### config.mk
export PLATFORM = sky130hd
export DESIGN_NAME = hazard_fwd_ctrl
export DESIGN_NICKNAME = d
export VERILOG_FILES = /design/src/rtl/hazard_pkg.sv /design/src/rtl/md_busy_counter.sv /design/src/rtl/hazard_fwd_ctrl.sv
export SDC_FILE = /design/constraint.sdc
export NUM_CORES = 1
export LEC_CHECK = 0
export ABC_AREA = 1
export ABC_CLOCK_PERIOD_IN_PS = 1700
export CORE_ASPECT_RATIO = 1.4
export CORE_MARGIN = 2
export CORE_UTILIZATION = 36
export CTS_CLUSTER_DIAMETER = 120
export DETAILED_ROUTE_END_ITERATION = 12
export SLEW_MARGIN = 20
export SYNTH_ARGS = -nofsm -noshare
export SYNTH_HDL_FRONTEND = slang
export SYNTH_SLANG_ARGS = --single-unit
export TNS_END_PERCENT = 30
### constraint.sdc
create_clock -name clk_i -period 1.7 [get_ports clk_i]
set_input_delay 0.34 -clock clk_i [delete_from_list [all_inputs] [get_ports clk_i]]
set_output_delay 0.34 -clock clk_i [all_outputs]
set_load 0.03 [all_outputs]
### src/rtl/hazard_pkg.sv
// Shared encodings, shadow-stage records and selection helpers for the hazard controller.
package hazard_pkg;

    // Result source encodings.
    localparam logic [1:0] SrcAlu = 2'b00;
    localparam logic [1:0] SrcDm  = 2'b01;
    localparam logic [1:0] SrcPc8 = 2'b10;

    // A Tuse of 3 marks an operand the instruction never reads.
    localparam logic [1:0] TUSE_NONE = 2'd3;

    // Result latency counted from E entry.
    localparam logic [1:0] TnewAlu = 2'd1;
    localparam logic [1:0] TnewDm  = 2'd2;
    localparam logic [1:0] TnewPc8 = 2'd0;

    // D-stage compare mux selects.
    localparam logic [2:0] FwdDGrf  = 3'b000;
    localparam logic [2:0] FwdDPc8E = 3'b001;
    localparam logic [2:0] FwdDAluM = 3'b010;
    localparam logic [2:0] FwdDPc8M = 3'b011;
    localparam logic [2:0] FwdDWb   = 3'b100;
    localparam logic [2:0] FwdDPc8W = 3'b101;

    // E-stage ALU operand mux selects.
    localparam logic [2:0] FwdERs   = 3'b000;
    localparam logic [2:0] FwdEAluM = 3'b001;
    localparam logic [2:0] FwdEPc8M = 3'b010;
    localparam logic [2:0] FwdEWb   = 3'b011;
    localparam logic [2:0] FwdEPc8W = 3'b100;

    // M-stage store data mux selects.
    localparam logic [1:0] FwdMRt   = 2'b00;
    localparam logic [1:0] FwdMWb   = 2'b01;
    localparam logic [1:0] FwdMPc8W = 2'b10;

    typedef struct packed {
        logic [4:0] rs;
        logic [4:0] rt;
        logic [4:0] a3;
        logic [1:0] tnew;
        logic [1:0] src;
        logic       md_start;
        logic       md_div;
    } e_stage_t;

    typedef struct packed {
        logic [4:0] rt;
        logic [4:0] a3;
        logic [1:0] tnew;
        logic [1:0] src;
    } m_stage_t;

    typedef struct packed {
        logic [4:0] a3;
        logic [1:0] src;
    } w_stage_t;

    // $0 is hardwired, so a zero destination never produces a match.
    function automatic logic reg_match(input logic [4:0] a3, input logic [4:0] r);
        return (a3 != 5'd0) && (a3 == r);
    endfunction

    function automatic logic [1:0] tnew_dec(input logic [1:0] tnew);
        return (tnew == 2'd0) ? 2'd0 : tnew - 2'd1;
    endfunction

    // Newest matching stage wins; a match that is not ready yet masks older stages.
    function automatic logic [2:0] fwd_d_sel(input logic [4:0] r, input e_stage_t e,
                                             input m_stage_t m, input w_stage_t w);
        if (reg_match(e.a3, r)) begin
            return (e.tnew == 2'd0) ? FwdDPc8E : FwdDGrf;
        end else if (reg_match(m.a3, r)) begin
            if (m.tnew != 2'd0) return FwdDGrf;
            return (m.src == SrcPc8) ? FwdDPc8M : FwdDAluM;
        end else if (reg_match(w.a3, r)) begin
            return (w.src == SrcPc8) ? FwdDPc8W : FwdDWb;
        end
        return FwdDGrf;
    endfunction

    function automatic logic [2:0] fwd_e_sel(input logic [4:0] r, input m_stage_t m,
                                             input w_stage_t w);
        if (reg_match(m.a3, r) && (m.tnew == 2'd0)) begin
            return (m.src == SrcPc8) ? FwdEPc8M : FwdEAluM;
        end else if (reg_match(w.a3, r)) begin
            return (w.src == SrcPc8) ? FwdEPc8W : FwdEWb;
        end
        return FwdERs;
    endfunction

    function automatic logic [1:0] fwd_m_sel(input logic [4:0] r, input w_stage_t w);
        if (reg_match(w.a3, r)) begin
            return (w.src == SrcPc8) ? FwdMPc8W : FwdMWb;
        end
        return FwdMRt;
    endfunction

    function automatic logic raw_hazard(input logic [4:0] r, input logic [1:0] tuse,
                                        input e_stage_t e, input m_stage_t m);
        if (tuse == TUSE_NONE) return 1'b0;
        return (reg_match(e.a3, r) && (tuse < e.tnew)) ||
               (reg_match(m.a3, r) && (tuse < m.tnew));
    endfunction

endpackage

### src/rtl/md_busy_counter.sv
// Busy window of the multiply/divide unit: loads a cycle count when a start leaves E.
module md_busy_counter
    import hazard_pkg::*;
#(
    parameter int unsigned MULT_CYCLES = 5,
    parameter int unsigned DIV_CYCLES  = 10
) (
    input  logic clk_i,
    input  logic reset_i,
    input  logic start_i,
    input  logic div_i,
    output logic busy_o
);

    localparam int unsigned MaxCycles = (DIV_CYCLES > MULT_CYCLES) ? DIV_CYCLES : MULT_CYCLES;
    localparam int unsigned CntW      = $clog2(MaxCycles + 1);

    logic [CntW-1:0] cnt_q, cnt_d;

    // Load on start, otherwise count down and hold at zero.
    always_comb begin
        cnt_d = cnt_q;
        if (start_i) begin
            cnt_d = div_i ? CntW'(DIV_CYCLES) : CntW'(MULT_CYCLES);
        end else if (cnt_q != '0) begin
            cnt_d = cnt_q - CntW'(1);
        end
    end

    // Counter register with synchronous reset.
    always_ff @(posedge clk_i) begin
        if (reset_i) begin
            cnt_q <= '0;
        end else begin
            cnt_q <= cnt_d;
        end
    end

    // The start cycle itself already counts as occupied.
    assign busy_o = (cnt_q != '0) | start_i;

endmodule

### src/rtl/hazard_fwd_ctrl.sv
// Stall and forwarding controller for the 5-stage core, tracking E/M/W destinations.
module hazard_fwd_ctrl
    import hazard_pkg::*;
#(
    parameter int unsigned MULT_CYCLES = 5,
    parameter int unsigned DIV_CYCLES  = 10
) (
    input  logic       clk_i,
    input  logic       reset_i,
    input  logic [4:0] d_rs_i,
    input  logic [4:0] d_rt_i,
    input  logic [4:0] d_a3_i,
    input  logic [1:0] d_tuse_rs_i,
    input  logic [1:0] d_tuse_rt_i,
    input  logic [1:0] d_tnew_i,
    input  logic [1:0] d_src_i,
    input  logic       d_md_start_i,
    input  logic       d_md_div_i,
    input  logic       d_md_use_i,
    output logic       stall_o,
    output logic [2:0] fwd_rs_d_o,
    output logic [2:0] fwd_rt_d_o,
    output logic [2:0] fwd_rs_e_o,
    output logic [2:0] fwd_rt_e_o,
    output logic [1:0] fwd_rt_m_o,
    output logic       md_start_o,
    output logic       md_busy_o
);

    e_stage_t e_q, e_d;
    m_stage_t m_q, m_d;
    w_stage_t w_q, w_d;

    logic stall_raw;
    logic stall_md;
    logic md_busy;

    // Shadow pipeline advance; a stall injects a bubble into E while M and W keep moving.
    always_comb begin
        e_d = '0;
        if (!stall_o) begin
            e_d.rs       = d_rs_i;
            e_d.rt       = d_rt_i;
            e_d.a3       = d_a3_i;
            e_d.tnew     = d_tnew_i;
            e_d.src      = d_src_i;
            e_d.md_start = d_md_start_i;
            e_d.md_div   = d_md_div_i;
        end
        m_d.rt   = e_q.rt;
        m_d.a3   = e_q.a3;
        m_d.tnew = tnew_dec(e_q.tnew);
        m_d.src  = e_q.src;
        w_d.a3   = m_q.a3;
        w_d.src  = m_q.src;
    end

    // Shadow stage registers with synchronous reset.
    always_ff @(posedge clk_i) begin
        if (reset_i) begin
            e_q <= '0;
            m_q <= '0;
            w_q <= '0;
        end else begin
            e_q <= e_d;
            m_q <= m_d;
            w_q <= w_d;
        end
    end

    md_busy_counter #(
        .MULT_CYCLES(MULT_CYCLES),
        .DIV_CYCLES (DIV_CYCLES)
    ) u_md_busy_counter (
        .clk_i  (clk_i),
        .reset_i(reset_i),
        .start_i(e_q.md_start),
        .div_i  (e_q.md_div),
        .busy_o (md_busy)
    );

    // Stall and forward selects, all combinational from the shadows and D fields.
    always_comb begin
        stall_raw  = raw_hazard(d_rs_i, d_tuse_rs_i, e_q, m_q) |
                     raw_hazard(d_rt_i, d_tuse_rt_i, e_q, m_q);
        stall_md   = d_md_use_i & md_busy;
        stall_o    = ~reset_i & (stall_raw | stall_md);
        fwd_rs_d_o = fwd_d_sel(d_rs_i, e_q, m_q, w_q);
        fwd_rt_d_o = fwd_d_sel(d_rt_i, e_q, m_q, w_q);
        fwd_rs_e_o = fwd_e_sel(e_q.rs, m_q, w_q);
        fwd_rt_e_o = fwd_e_sel(e_q.rt, m_q, w_q);
        fwd_rt_m_o = fwd_m_sel(m_q.rt, w_q);
    end

    assign md_start_o = e_q.md_start;
    assign md_busy_o  = md_busy;

endmodule

==> impl_metrics.env <==
export IMPL_pin_count=45
export IMPL_final_cell_mix="buf_4, nand2_1, inv_1"
export IMPL_dieWidth_um=76.2
export IMPL_cap_violations=0
export IMPL_dr_total_vias=2498
export IMPL_start_util_pct=37.4
export IMPL_path_clk_slew_ps=100
export IMPL_drtAntennaViolNets=0
export IMPL_clock_path_buffers=2
export IMPL_worstPathRequired_ps=1360
export IMPL_dp_cells=534
export IMPL_syn_instance_count=354
export IMPL_rsz0062_at_grt="true"
export IMPL_cp_arrival_ps=1720
export IMPL_finalSetupViolCount=15
export IMPL_n_antenna_cell=0
export IMPL_finish_utilization_pct=58.2
export IMPL_cts_tree="yes"
export IMPL_instances_no_fill=552
export IMPL_hold_path_class="in2reg"
export IMPL_die_area_um2=8000
export IMPL_htree_num_levels=2
export IMPL_viasPerCell=4.53
export IMPL_status="finished, violations left"
export IMPL_critPathKind="reg2out"
export IMPL_cts_sinks=46
export IMPL_drtIter0Drc=67
export IMPL_synth_nets=389
export IMPL_die_h_um=105
export IMPL_p_per_area_nw_per_um2=906
export IMPL_pre_cts_ws_ps=-613
export IMPL_setup_ws_ps=-362
export IMPL_fmax_mhz=485
export IMPL_fin_crit_ps=2060
export IMPL_cts_root_buf="clkbuf_8"
export IMPL_final_nets=491
export IMPL_antenna_found_initial=0
export IMPL_ys_seq_area_share_pct=35.1
export IMPL_grt_pass1_wl_um=11400
export IMPL_rows=36
export IMPL_tightestPinTransition_ps=320
export IMPL_final_hold_viol_count=0
export IMPL_wirelength_um=7040
export IMPL_start_kind="flip-flop"
export IMPL_clock_skew_ps=11.2
export IMPL_vdd_drop_max_mv=0.770
export IMPL_violations="setup timing"
export IMPL_port_buffers=44
export IMPL_grt_use_total_pct=18.1
export IMPL_slew_limit_headroom_pct=78.1
export IMPL_overflow=0
export IMPL_drive_above_1_share_pct=45.5
export IMPL_grt_max_degree=24
export IMPL_crit_fanout=4
export IMPL_dr_pass1_iters=4
export IMPL_layout_commonest_cell="buf_4"
export IMPL_finalSetupTns_ps=-4460
export IMPL_area_growth_pct=55.8
export IMPL_insertion_delay_ps=310
export IMPL_hpwlAfterDp_um=5320
export IMPL_cts_made_buffers=5
export IMPL_wl_per_cell_um=12.8
export IMPL_drc=0
export IMPL_drv_slew=0
export IMPL_leakagePower_uw=0.00190
export IMPL_coreArea_um2=7030
export IMPL_syn_area_per_cell_um2=7.42
export IMPL_post_route_period_util_pct=121
export IMPL_yosysWarnings=0
export IMPL_grt_pass1_vias=2567
export IMPL_syn_cell_area_um2=2630
export IMPL_gp_congestion=0.808
export IMPL_hold_buffers=0
export IMPL_yosysUniqueCellTypes=28
export IMPL_synth_seq_cells=46
export IMPL_endpoint_kind="primary output"
==> registers in the layout (all words and copies together) (netlist names) <==
name,flops
e_q,20
m_q,14
w_q,7
u_md_busy_counter.cnt_q,4
md_start_o,1
==> per-stage QoR <==
stage / instance area, µm² / power [µW] / hold slack, ps
after global routing: 4090 / 3960 / 425
after detailed placement: 3490 / 2760 / 393
after CTS: 3850 / 3580 / 408
after global placement: 3490 / 2740 / 394
final: 4090 / 3700 / 400
after floorplan: 2630 / 2240 / 388
==> routing by layer <==
| layer | part of all wire, % | wire length [µm] | GRT usage, % | vias up |
|---|---|---|---|---|
| met4 | 3.9 | 275 | 8.31 | 0 |
| met1 | 35 | 2460 | 17.0 | 1140 |
| li1 | - | - | - | 1285 |
| met2 | 58 | 4110 | 37.2 | 53 |
| met5 | 0 | 0 | 0 | - |
| met3 | 2.9 | 204 | 2.94 | 20 |
==> area by class of cell <==
type	instances	area, µm²
Sequential cell	46	958
Inverter	64	248
Multi-Input combinational cell	235	1750
Clock inverter	3	23.8
Clock buffer	5	68.8
Fill cell	660	2940
Tap cell	95	119
Timing Repair Buffer	104	923
==> critical path, stage by stage (launching register included) <==
cell	delay (ps)
dfxtp_2	350
buf_6	130
nand2_1	60
nand4_1	140
nor2_4	180
nand2_4	80
nand2_1	60
o211ai_1	100
a21oi_1	130
buf_4	170
==> power by group <==
| part | leakage (µW) | internal (µW) | switching [µW] |
|---|---|---|---|
| registers | 0.000387 | 1230 | 137 |
| logic | 0.00147 | 756 | 879 |
| clock network | 0.0000408 | 294 | 403 |
| total | 0.00190 | 2280 | 1420 |
==> final timing paths <==
kind / start / endpoint / slack, ps / cells past startpoint
worst min register to register: e_q[3] / m_q[1] / 410 / 2
worst max register to register: m_q[7] / e_q[11] / 50 / 11
worst min-delay path: d_rt_i[1] / e_q[12] / 400 / 4
worst max-delay path: m_q[7] / fwd_rt_d_o[0] / -360 / 9
==> synth_stat cells, drive strengths merged <==
cell,number,area share (%)
xor2,13,4.3
clkbuf,3,0.43
buf,6,2.0
o211ai,2,0.57
inv,64,9.2
a21oi,10,1.9
nand2,63,9.3
nor4,1,0.48
nor2,62,13
or2,1,0.24
o22ai,3,0.72
dfxtp,46,35
nor3,9,1.7
ha,7,3.3
a211oi,2,0.57
nand4,12,3.4
a2111oi,1,0.33
o21ai,10,1.9
nand3,12,2.7
xnor2,27,9.0
==> cells by family after synthesis <==
group / share of synthesized area [%]
flops: 35.1
buf+inv: 11.5
simple gates: 30.7
compound gates: 6.01
fa+ha+maj: 3.34
xor+xnor: 13.3
==> what timing repair did <==
action,CTS,global route
setup buffers,5,5
endpoints found under the setup margin,37,37
resized for setup,90,57
pin swaps,30,27
Power figures use the tool's default switching activity.
